## config.mk

```make
export PLATFORM = sky130hd
export DESIGN_NAME = fft_peak_detect
export DESIGN_NICKNAME = d
export VERILOG_FILES = /design/src/rtl/pulseox_fft_pkg.sv /design/src/rtl/fft_mag_sq.sv /design/src/rtl/fft_peak_detect.sv
export SDC_FILE = /design/constraint.sdc
export NUM_CORES = 2
export LEC_CHECK = 0
export ABC_AREA = 1
export CAP_MARGIN = 20
export CORE_UTILIZATION = 60
export DETAILED_ROUTE_END_ITERATION = 10
export MAX_ROUTING_LAYER = met4
export PLACE_DENSITY = 0.9
export SYNTH_ARGS = -nofsm -noshare
export SYNTH_HDL_FRONTEND = slang
export SYNTH_SLANG_ARGS = --single-unit
```

## constraint.sdc

```tcl
create_clock -name clk -period 4.5 [get_ports clk]
set_input_delay 1.125 -clock clk [delete_from_list [all_inputs] [get_ports clk]]
set_output_delay 1.125 -clock clk [all_outputs]
set_load 0.02 [all_outputs]
```

## src/rtl/pulseox_fft_pkg.sv

```systemverilog
// Shared constants, FSM state type and helpers for the pulse-oximeter FFT post-processing path.
package pulseox_fft_pkg;

  localparam int unsigned DATA_W         = 22;
  localparam int unsigned BIN_W          = 10;
  localparam int unsigned HR_W           = 10;
  localparam int unsigned FS_HZ          = 100;
  localparam int unsigned FFT_N          = 1024;
  localparam int unsigned BPM_PER_BIN_Q8 = (60 * FS_HZ * 256) / FFT_N;
  localparam int unsigned BIN_LO         = 7;
  localparam int unsigned BIN_HI         = 34;
  localparam int unsigned AVG_DEPTH      = 4;
  localparam int unsigned RECIP_W        = 17;

  typedef enum logic [2:0] {IDLE, ACCUM, DRAIN, CONVERT, DONE} state_e;

  // Q16 reciprocal of the history fill level, used for the rounded running mean.
  function automatic logic [RECIP_W-1:0] recip_q16(input logic [2:0] n);
    case (n)
      3'd1:    recip_q16 = 17'd65536;
      3'd2:    recip_q16 = 17'd32768;
      3'd3:    recip_q16 = 17'd21845;
      3'd4:    recip_q16 = 17'd16384;
      default: recip_q16 = 17'd0;
    endcase
  endfunction

endpackage

```

## src/rtl/fft_mag_sq.sv

```systemverilog
// Two-stage squared-magnitude pipeline (re^2 + im^2) carrying bin index and last flag alongside.
module fft_mag_sq #(
  parameter int unsigned DATA_W = 22,
  parameter int unsigned BIN_W  = 10
) (
  input  logic                     clk,
  input  logic                     reset_n,
  input  logic                     valid_i,
  input  logic [BIN_W-1:0]         bin_i,
  input  logic signed [DATA_W-1:0] re_i,
  input  logic signed [DATA_W-1:0] im_i,
  input  logic                     last_i,
  output logic                     valid_o,
  output logic [BIN_W-1:0]         bin_o,
  output logic [2*DATA_W:0]        mag_o,
  output logic                     last_o
);

  localparam int unsigned SQ_W  = 2 * DATA_W;
  localparam int unsigned MAG_W = SQ_W + 1;

  logic signed [SQ_W-1:0] re_ext;
  logic signed [SQ_W-1:0] im_ext;
  logic [SQ_W-1:0]        sq_re_d;
  logic [SQ_W-1:0]        sq_im_d;
  logic [SQ_W-1:0]        sq_re_q;
  logic [SQ_W-1:0]        sq_im_q;
  logic                   s1_valid_q;
  logic                   s1_last_q;
  logic [BIN_W-1:0]       s1_bin_q;
  logic [MAG_W-1:0]       mag_d;
  logic [MAG_W-1:0]       mag_q;
  logic                   valid_q;
  logic                   last_q;
  logic [BIN_W-1:0]       bin_q;

  // Sign-extend before squaring so the full-range square is exact.
  always_comb begin
    re_ext  = SQ_W'(re_i);
    im_ext  = SQ_W'(im_i);
    sq_re_d = SQ_W'(re_ext * re_ext);
    sq_im_d = SQ_W'(im_ext * im_ext);
    mag_d   = MAG_W'(sq_re_q) + MAG_W'(sq_im_q);
  end

  always_ff @(posedge clk or negedge reset_n) begin
    if (!reset_n) begin
      s1_valid_q <= 1'b0;
      s1_last_q  <= 1'b0;
      s1_bin_q   <= '0;
      sq_re_q    <= '0;
      sq_im_q    <= '0;
      valid_q    <= 1'b0;
      last_q     <= 1'b0;
      bin_q      <= '0;
      mag_q      <= '0;
    end else begin
      s1_valid_q <= valid_i;
      s1_last_q  <= valid_i & last_i;
      if (valid_i) begin
        s1_bin_q <= bin_i;
        sq_re_q  <= sq_re_d;
        sq_im_q  <= sq_im_d;
      end
      valid_q <= s1_valid_q;
      last_q  <= s1_last_q;
      if (s1_valid_q) begin
        bin_q <= s1_bin_q;
        mag_q <= mag_d;
      end
    end
  end

  assign valid_o = valid_q;
  assign bin_o   = bin_q;
  assign mag_o   = mag_q;
  assign last_o  = last_q;

endmodule

```

## src/rtl/fft_peak_detect.sv

```systemverilog
// Heart-rate peak search over streamed FFT bins; converts the strongest in-band bin to bpm.
// Optional FFT_PEAK_HR_AVG_EN: report the rounded mean of the last 4 valid results.
module fft_peak_detect
  import pulseox_fft_pkg::*;
#(
  parameter int unsigned DATA_W         = pulseox_fft_pkg::DATA_W,
  parameter int unsigned BIN_W          = pulseox_fft_pkg::BIN_W,
  parameter int unsigned BIN_LO         = pulseox_fft_pkg::BIN_LO,
  parameter int unsigned BIN_HI         = pulseox_fft_pkg::BIN_HI,
  parameter int unsigned BPM_PER_BIN_Q8 = pulseox_fft_pkg::BPM_PER_BIN_Q8,
  parameter int unsigned HR_W           = pulseox_fft_pkg::HR_W
) (
  input  logic                     clk,
  input  logic                     reset_n,
  input  logic                     in_valid,
  output logic                     in_ready,
  input  logic [BIN_W-1:0]         in_bin,
  input  logic signed [DATA_W-1:0] in_re,
  input  logic signed [DATA_W-1:0] in_im,
  input  logic                     in_last,
  output logic [HR_W-1:0]          hr,
  output logic                     hr_dv,
  output logic                     peak_found,
  output logic [BIN_W-1:0]         peak_bin,
  output logic                     frame_done
);

  localparam int unsigned MAG_W  = 2 * DATA_W + 1;
  localparam int unsigned HR_MAX = (1 << HR_W) - 1;

  state_e           state_q;
  logic             in_ready_q;
  logic [HR_W-1:0]  hr_q;
  logic             hr_dv_q;
  logic             peak_found_q;
  logic [BIN_W-1:0] peak_bin_q;
  logic             frame_done_q;

  logic             xfer_c;
  logic             mag_valid;
  logic [BIN_W-1:0] mag_bin;
  logic [MAG_W-1:0] mag;
  logic             mag_last;

  logic [MAG_W-1:0] max_mag_q;
  logic [BIN_W-1:0] max_bin_q;
  logic             upd_c;

  logic [31:0]      prod_c;
  logic [31:0]      bpm_c;
  logic             found_c;
  logic [HR_W-1:0]  hr_inst_c;

  assign xfer_c = in_valid & in_ready_q;

  fft_mag_sq #(
    .DATA_W (DATA_W),
    .BIN_W  (BIN_W)
  ) u_mag_sq (
    .clk     (clk),
    .reset_n (reset_n),
    .valid_i (xfer_c),
    .bin_i   (in_bin),
    .re_i    (in_re),
    .im_i    (in_im),
    .last_i  (in_last),
    .valid_o (mag_valid),
    .bin_o   (mag_bin),
    .mag_o   (mag),
    .last_o  (mag_last)
  );

  // Strict compare: on equal magnitude the earlier bin keeps the peak.
  assign upd_c = mag_valid && (mag_bin >= BIN_W'(BIN_LO)) && (mag_bin <= BIN_W'(BIN_HI))
                 && (mag > max_mag_q);

  always_ff @(posedge clk or negedge reset_n) begin
    if (!reset_n) begin
      max_mag_q <= '0;
      max_bin_q <= '0;
    end else if (state_q == DONE) begin
      max_mag_q <= '0;
      max_bin_q <= '0;
    end else if (upd_c) begin
      max_mag_q <= mag;
      max_bin_q <= mag_bin;
    end
  end

  // bpm = round(bin * bpm_per_bin_q8 / 256), saturated to the output width.
  always_comb begin
    prod_c    = 32'(max_bin_q) * 32'(BPM_PER_BIN_Q8);
    bpm_c     = (prod_c + 32'd128) >> 8;
    found_c   = (max_mag_q != '0);
    hr_inst_c = '0;
    if (found_c) begin
      hr_inst_c = (bpm_c > 32'(HR_MAX)) ? HR_W'(HR_MAX) : HR_W'(bpm_c);
    end
  end

`ifdef FFT_PEAK_HR_AVG_EN
  logic [HR_W-1:0]  hist_q [AVG_DEPTH];
  logic [2:0]       hist_cnt_q;
  logic             avg_pend_q;
  logic             pend_found_q;
  logic [BIN_W-1:0] pend_bin_q;
  logic [HR_W+1:0]  hist_sum_c;
  logic [HR_W-1:0]  hr_avg_c;

  // Empty history slots are held at zero, so summing every slot is safe.
  always_comb begin
    hist_sum_c = '0;
    for (int i = 0; i < int'(AVG_DEPTH); i++) begin
      hist_sum_c = hist_sum_c + (HR_W+2)'(hist_q[i]);
    end
    hr_avg_c = HR_W'((32'(hist_sum_c) * 32'(recip_q16(hist_cnt_q)) + 32'd32768) >> 16);
  end
`endif

  always_ff @(posedge clk or negedge reset_n) begin
    if (!reset_n) begin
      state_q      <= IDLE;
      in_ready_q   <= 1'b0;
      hr_q         <= '0;
      hr_dv_q      <= 1'b0;
      peak_found_q <= 1'b0;
      peak_bin_q   <= '0;
      frame_done_q <= 1'b0;
`ifdef FFT_PEAK_HR_AVG_EN
      for (int i = 0; i < int'(AVG_DEPTH); i++) hist_q[i] <= '0;
      hist_cnt_q   <= '0;
      avg_pend_q   <= 1'b0;
      pend_found_q <= 1'b0;
      pend_bin_q   <= '0;
`endif
    end else begin
      hr_dv_q      <= 1'b0;
      frame_done_q <= 1'b0;
      case (state_q)
        IDLE: begin
          state_q    <= ACCUM;
          in_ready_q <= 1'b1;
        end
        ACCUM: begin
          if (xfer_c && in_last) begin
            state_q    <= DRAIN;
            in_ready_q <= 1'b0;
          end
        end
        DRAIN: begin
          // The last bin leaves the pipeline exactly two cycles after its transfer.
          if (mag_valid && mag_last) state_q <= CONVERT;
        end
        CONVERT: begin
`ifdef FFT_PEAK_HR_AVG_EN
          avg_pend_q   <= 1'b1;
          pend_found_q <= found_c;
          pend_bin_q   <= max_bin_q;
          if (found_c) begin
            for (int i = int'(AVG_DEPTH) - 1; i > 0; i--) hist_q[i] <= hist_q[i-1];
            hist_q[0] <= hr_inst_c;
            if (hist_cnt_q < 3'(AVG_DEPTH)) hist_cnt_q <= hist_cnt_q + 3'd1;
          end
`else
          hr_q         <= hr_inst_c;
          peak_bin_q   <= max_bin_q;
          peak_found_q <= found_c;
          hr_dv_q      <= 1'b1;
`endif
          state_q <= DONE;
        end
        DONE: begin
`ifdef FFT_PEAK_HR_AVG_EN
          if (avg_pend_q) begin
            avg_pend_q   <= 1'b0;
            hr_q         <= pend_found_q ? hr_avg_c : '0;
            peak_bin_q   <= pend_bin_q;
            peak_found_q <= pend_found_q;
            hr_dv_q      <= 1'b1;
          end else begin
            frame_done_q <= 1'b1;
            state_q      <= ACCUM;
            in_ready_q   <= 1'b1;
          end
`else
          frame_done_q <= 1'b1;
          state_q      <= ACCUM;
          in_ready_q   <= 1'b1;
`endif
        end
        default: begin
          state_q    <= IDLE;
          in_ready_q <= 1'b0;
        end
      endcase
    end
  end

  assign in_ready   = in_ready_q;
  assign hr         = hr_q;
  assign hr_dv      = hr_dv_q;
  assign peak_found = peak_found_q;
  assign peak_bin   = peak_bin_q;
  assign frame_done = frame_done_q;

endmodule

```

==> results of run 1 <==
## cells by family after synthesis
family,share of synthesized area [%]
AO/OA/AOI/OAI,6.07
AND/OR/NAND/NOR,16.0
adder cells (fa/ha/maj),50.0
buffers and inverters,13.9
flip-flops,12.1
XOR/XNOR,1.83
## cells in the mapped netlist (3+ instances only)
cell type and count:
a21boi_0 4, a21o_1 19, a21oi_1 178, a21oi_2 4
a221oi_1 6, a31oi_1 71, and3_1 6, buf_1 6
buf_4 7, clkbuf_1 129, clkinv_1 3, dfrtp_1 237
fa_1 958, ha_1 421, inv_1 1654, inv_2 4
nand2_1 1217, nand2_2 12, nand2_4 6, nand3_1 158
nand3_2 8, nand3b_1 12, nand4_1 64, nor2_1 301
nor2_2 7, nor3_1 30, nor4_1 13, o211ai_1 4
o21a_1 8, o21ai_0 170, o21ai_1 11, o21ai_2 6
o21bai_1 22, o221ai_1 3, or2_0 3, or2_2 33
xnor2_1 53, xor2_1 46
## per-stage QoR
stage | utilization (%) | instance area, um2 | setup WS [ps] | std cells | setup TNS (ps)
floorplan | - | 51700 | -2350 | 5919 | -121400
global placement | 72.2 | 58200 | -3130 | 7629 | -197560
detailed placement | 72.2 | 58200 | -3390 | 7629 | -212570
CTS | 80.3 | 64700 | -2120 | 7925 | -130640
## metal layers
metal  overflow  global-route usage [%]
met1        159                    87.7
met2        779                    99.0
met3        126                    84.8
met4        363                    91.1
met5          -                       -
## timing repair
action / 4_1_cts
setup buffers: 240
gates resized for setup: 1103
endpoints found under the setup margin: 86
pin swaps: 565
gates cloned: 19
==> metrics, run 1 <==
status=did not finish; Failed at=global routing (5_1_grt); Error=[ERROR GRT-0232] Routing congestion too high. Check the congestion heatmap in the GUI.; post-synthesis sequential area ratio=roughly 12%; top cell type's share of synthesized area=just under 40%; largest net degree at the start of global routing=103; Worst EP Category=register input; largest area contributor in the netlist=fa_1; Syn Inst Count=slightly below 6000; I/O pin cnt=82; Cell variety after synth=57; clk sinks=approximately 240; CTS root buf=clkbuf_16; DP Wirelength=~120 mm; number of synthesized flops with an enable pin=0; Die Span Y=287 um; Synth warnings=0; GRT Util Overall=between 90% and 100%; RePlAce Congestion=roughly 1; Cell Rows=about 100; Initial Util=60.7%; die width=about 290 um; syn nets=approximately 7400; area of the mapped netlist=~49000 um2; Main synth FF type=dfrtp_1; GRT Residual Overflow=1427; post-synthesis sequential element count=237; Inserted Clock Buffers=26; H-tree depth=1; worst_ep grt=u_mag_sq.sq_re_q[37]$_DFFE_PN0P_/D; I/O Buffers=81; largest buffer count on any clock path=3; largest cells by area after synthesis=fa_1 (39%), inv_1 (13%), dfrtp_1 (12%); ys async rst share=100%; mean post-synth cell area=between 8 and 9 um2; hold_buf cts=0
==> inputs of run 2 (changes only) <==
--- a/config.mk
+++ b/config.mk
@@ -7,10 +7,9 @@
 export LEC_CHECK = 0
 export ABC_AREA = 1
 export CAP_MARGIN = 20
-export CORE_UTILIZATION = 60
+export CORE_UTILIZATION = 40
 export DETAILED_ROUTE_END_ITERATION = 10
-export MAX_ROUTING_LAYER = met4
-export PLACE_DENSITY = 0.9
+export PLACE_DENSITY_LB_ADDON = 0.15
 export SYNTH_ARGS = -nofsm -noshare
 export SYNTH_HDL_FRONTEND = slang
 export SYNTH_SLANG_ARGS = --single-unit
==> constraint.sdc (replaced) <==
create_clock -name clk -period 5.9 [get_ports clk]
set_input_delay 1.475 -clock clk [delete_from_list [all_inputs] [get_ports clk]]
set_output_delay 1.475 -clock clk [all_outputs]
set_load 0.02 [all_outputs]
==> run 2 against run 1 <==
  * The flow now finishes, with violations (negative setup slack)
  * Synthesized cell count is the same
  * Synthesized area unchanged
==> metrics, run 2 <==
status=finished with violations; failing checks=negative setup slack; vias per cell=about 4.8; RePlAce Congestion=0.905 (-12%); CP Class=primary input to flip-flop; layout cells sized above 1=about 29%; initial antenna violation count=2; max-slew violation count=0; Die Area=approximately 120000 um2; area of the mapped netlist=48900 um2 (unchanged); number of synthesized flops with an enable pin=0 (unchanged); met3 wire len=~7.0 mm; CTS tree=yes; DR DRC count=0; vias in the first global route=roughly 42000; R2R Setup Slk=around 1100 ps; Compound-Gate Fraction of Synth Area=6.07% (unchanged); mean post-synth cell area=8.26 um2 (unchanged); syn nets=7356 (unchanged); Post-Route WL=~140 mm; Final Hold Viols=0; Crit-path slowest cell=fa_1; post-route ant nets=0; die width=352 um (+22%); post-synthesis sequential element count=237 (unchanged); Cell Rows=127 (+22%); most frequent cell after synthesis=inv_1; post-synthesis sequential area ratio=12.1% (unchanged); number of DRC markers in iteration 0=roughly 2000; Wirelength per Cell=roughly 17 um; most frequent cells in the layout=inv_1 (1456), nand2_1 (1025), fa_1 (876); Area Overhead vs Synth=34.1%; worst skew pair latency=about 600 ps; Worst Hold Depth=0; crit-path max cell delay=around 570 ps; largest net degree at the start of global routing=about 120; clk sinks=237 (unchanged); final worst-path setup slack=-1020 ps; Initial Util=40.5% (-20 points); GRT Residual Overflow=0; CP Max Fanout=5; clk_skew=18.9 ps; fin nets=between 8000 and 9000; H-tree depth=1 (unchanged); final setup fails=67; largest area contributor in the netlist=fa_1; DR WL met2=around 67 mm; DP Wirelength=114 mm (-6.8%); most frequent cells after synthesis=inv_1 (1654), nand2_1 (1217), fa_1 (958); Crit. End Element=flip-flop; hold_sp=u_mag_sq.s1_last_q; CP delay by family, top=adder cells; Die Span Y=352 um (+22%); Worst Max-Slew Pin Slew=1020 ps; routed metal-1 wire length=~66 mm; CTS root buf=clkbuf_16; Final Critical Period=just under 7000 ps; adder-cell share of the synthesized area=50.0% (unchanged); Final period util=117%; top cell type's share of synthesized area=39.2% (unchanged); Syn Inst Count=5919 (unchanged); Main synth FF type=dfrtp_1; wire length of the first global-routing pass=around 230 mm; leading cell type in the layout, fill and taps excluded=inv_1; r2r startpoint=max_bin_q[6]; GRT Util Overall=about a quarter; I/O Buffers=81 (unchanged); mux contribution to synthesized area=0% (unchanged); Fmax=144 MHz; largest family of logic cells by synthesized area=adder cells; Synth warnings=0 (unchanged); CP startpoint kind=primary input; Cell variety after synth=57 (unchanged); largest cells by area after synthesis=fa_1 (39%), inv_1 (13%), dfrtp_1 (12%); Max-slew headroom=approximately a third; Core Box Area=around 120000 um2; WHS Endpoint=u_mag_sq.last_o; drt pass-1 iters=5; Worst Path Arrival=~7400 ps; antenna cells=0; ys async rst share=100% (unchanged); I/O pin cnt=82 (unchanged); Inserted Clock Buffers=30 (+15%); Min Hold Slack=359 ps; Post-Synth XOR/XNOR Area=1.83% (unchanged); largest buffer count on any clock path=3 (unchanged); clk slew on worst S/H paths=around 60 ps; max_cap viols=0; worst path bufs/invs=12; min-delay worst type=flip-flop to flip-flop; highest routed layer=met5; vias=around 40000; CP required=approximately 6400 ps; worst r2r path cells=23; RSZ-0062 raised after global routing=true; Reg-to-Reg End=hr[1]; Synth Area in Simple Gates=16.0% (unchanged)
-- run 2: cell counts after synthesis --
No cell type changed its count.
-- run 2: cell families after synthesis --
kind of cell | Yosys count
flops | 237
buf+inv | 1803
fa+ha+maj | 1379
simple gates | 1881
xor+xnor | 100
compound gates | 519
-- run 2: final cells by class --
class                      count  area [um2]
tap                         1612        2020
inverter                    1661        6280
multi-input combinational   3879       40900
sequential                   237        5930
timing repair buffer         951        9290
clock inverter                17         256
clock buffer                  39         845
fill                       11000       55100
-- run 2: stage by stage --
step	utilization, %	worst slack, ps	TNS, ps	cell area (um2)	instances
4_1_cts	51.9	-1020	-50510	62600	8315
3_3_place_gp	48.5	-2230	-129120	58500	8154
2_1_floorplan	-	-1300	-47770	51400	5919
3_5_place_dp	48.5	-2210	-130600	58500	8154
5_1_grt	54.3	-1200	-59830	65500	8396
6_report	54.3	-1020	-48500	65500	8396
-- run 2: worst register-to-register path: cells and delay by family, from the launching register on --
kind	cells	cell delay [ps]
DFF	1	530
adders and majority gates	5	2430
and+or+nand+nor	13	1490
buffers and inverters	5	250
-- run 2: routing by layer --
metal,track usage (%),vias up
met2,38.4,763
met4,4.09,4
met5,0,-
li1,-,19300
met3,2.88,152
met1,33.5,19900
-- run 2: what timing repair did --
item | 4_1_cts | 5_1_grt
setup buffers | 85 | 90
pin swaps | 275 | 342
hold buffers | 0 | 0
cloned | 23 | 6
gates resized for setup | 640 | 635
endpoints found under the setup margin | 73 | 72
-- run 2: worst max path at each step --
| stage | startpoint | to | slack (ps) | cells past startpoint |
|---|---|---|---|---|
| global route | in_im[21] | u_mag_sq.sq_im_q[42] | -1200 | 25 |
| CTS | in_im[21] | u_mag_sq.sq_im_q[38] | -1020 | 27 |
| floorplan | in_im[21] | u_mag_sq.sq_im_q[43] | -1300 | 26 |
| global placement | in_im[21] | u_mag_sq.sq_im_q[42] | -2230 | 25 |
| detailed placement | in_im[21] | u_mag_sq.sq_im_q[38] | -2210 | 28 |
| finish | in_re[21] | u_mag_sq.sq_re_q[41] | -1020 | 29 |
Power of run 2 is left out: the tool's default activity adds up to more than one toggle a clock period on the data nets, which glitch-free logic cannot reach.
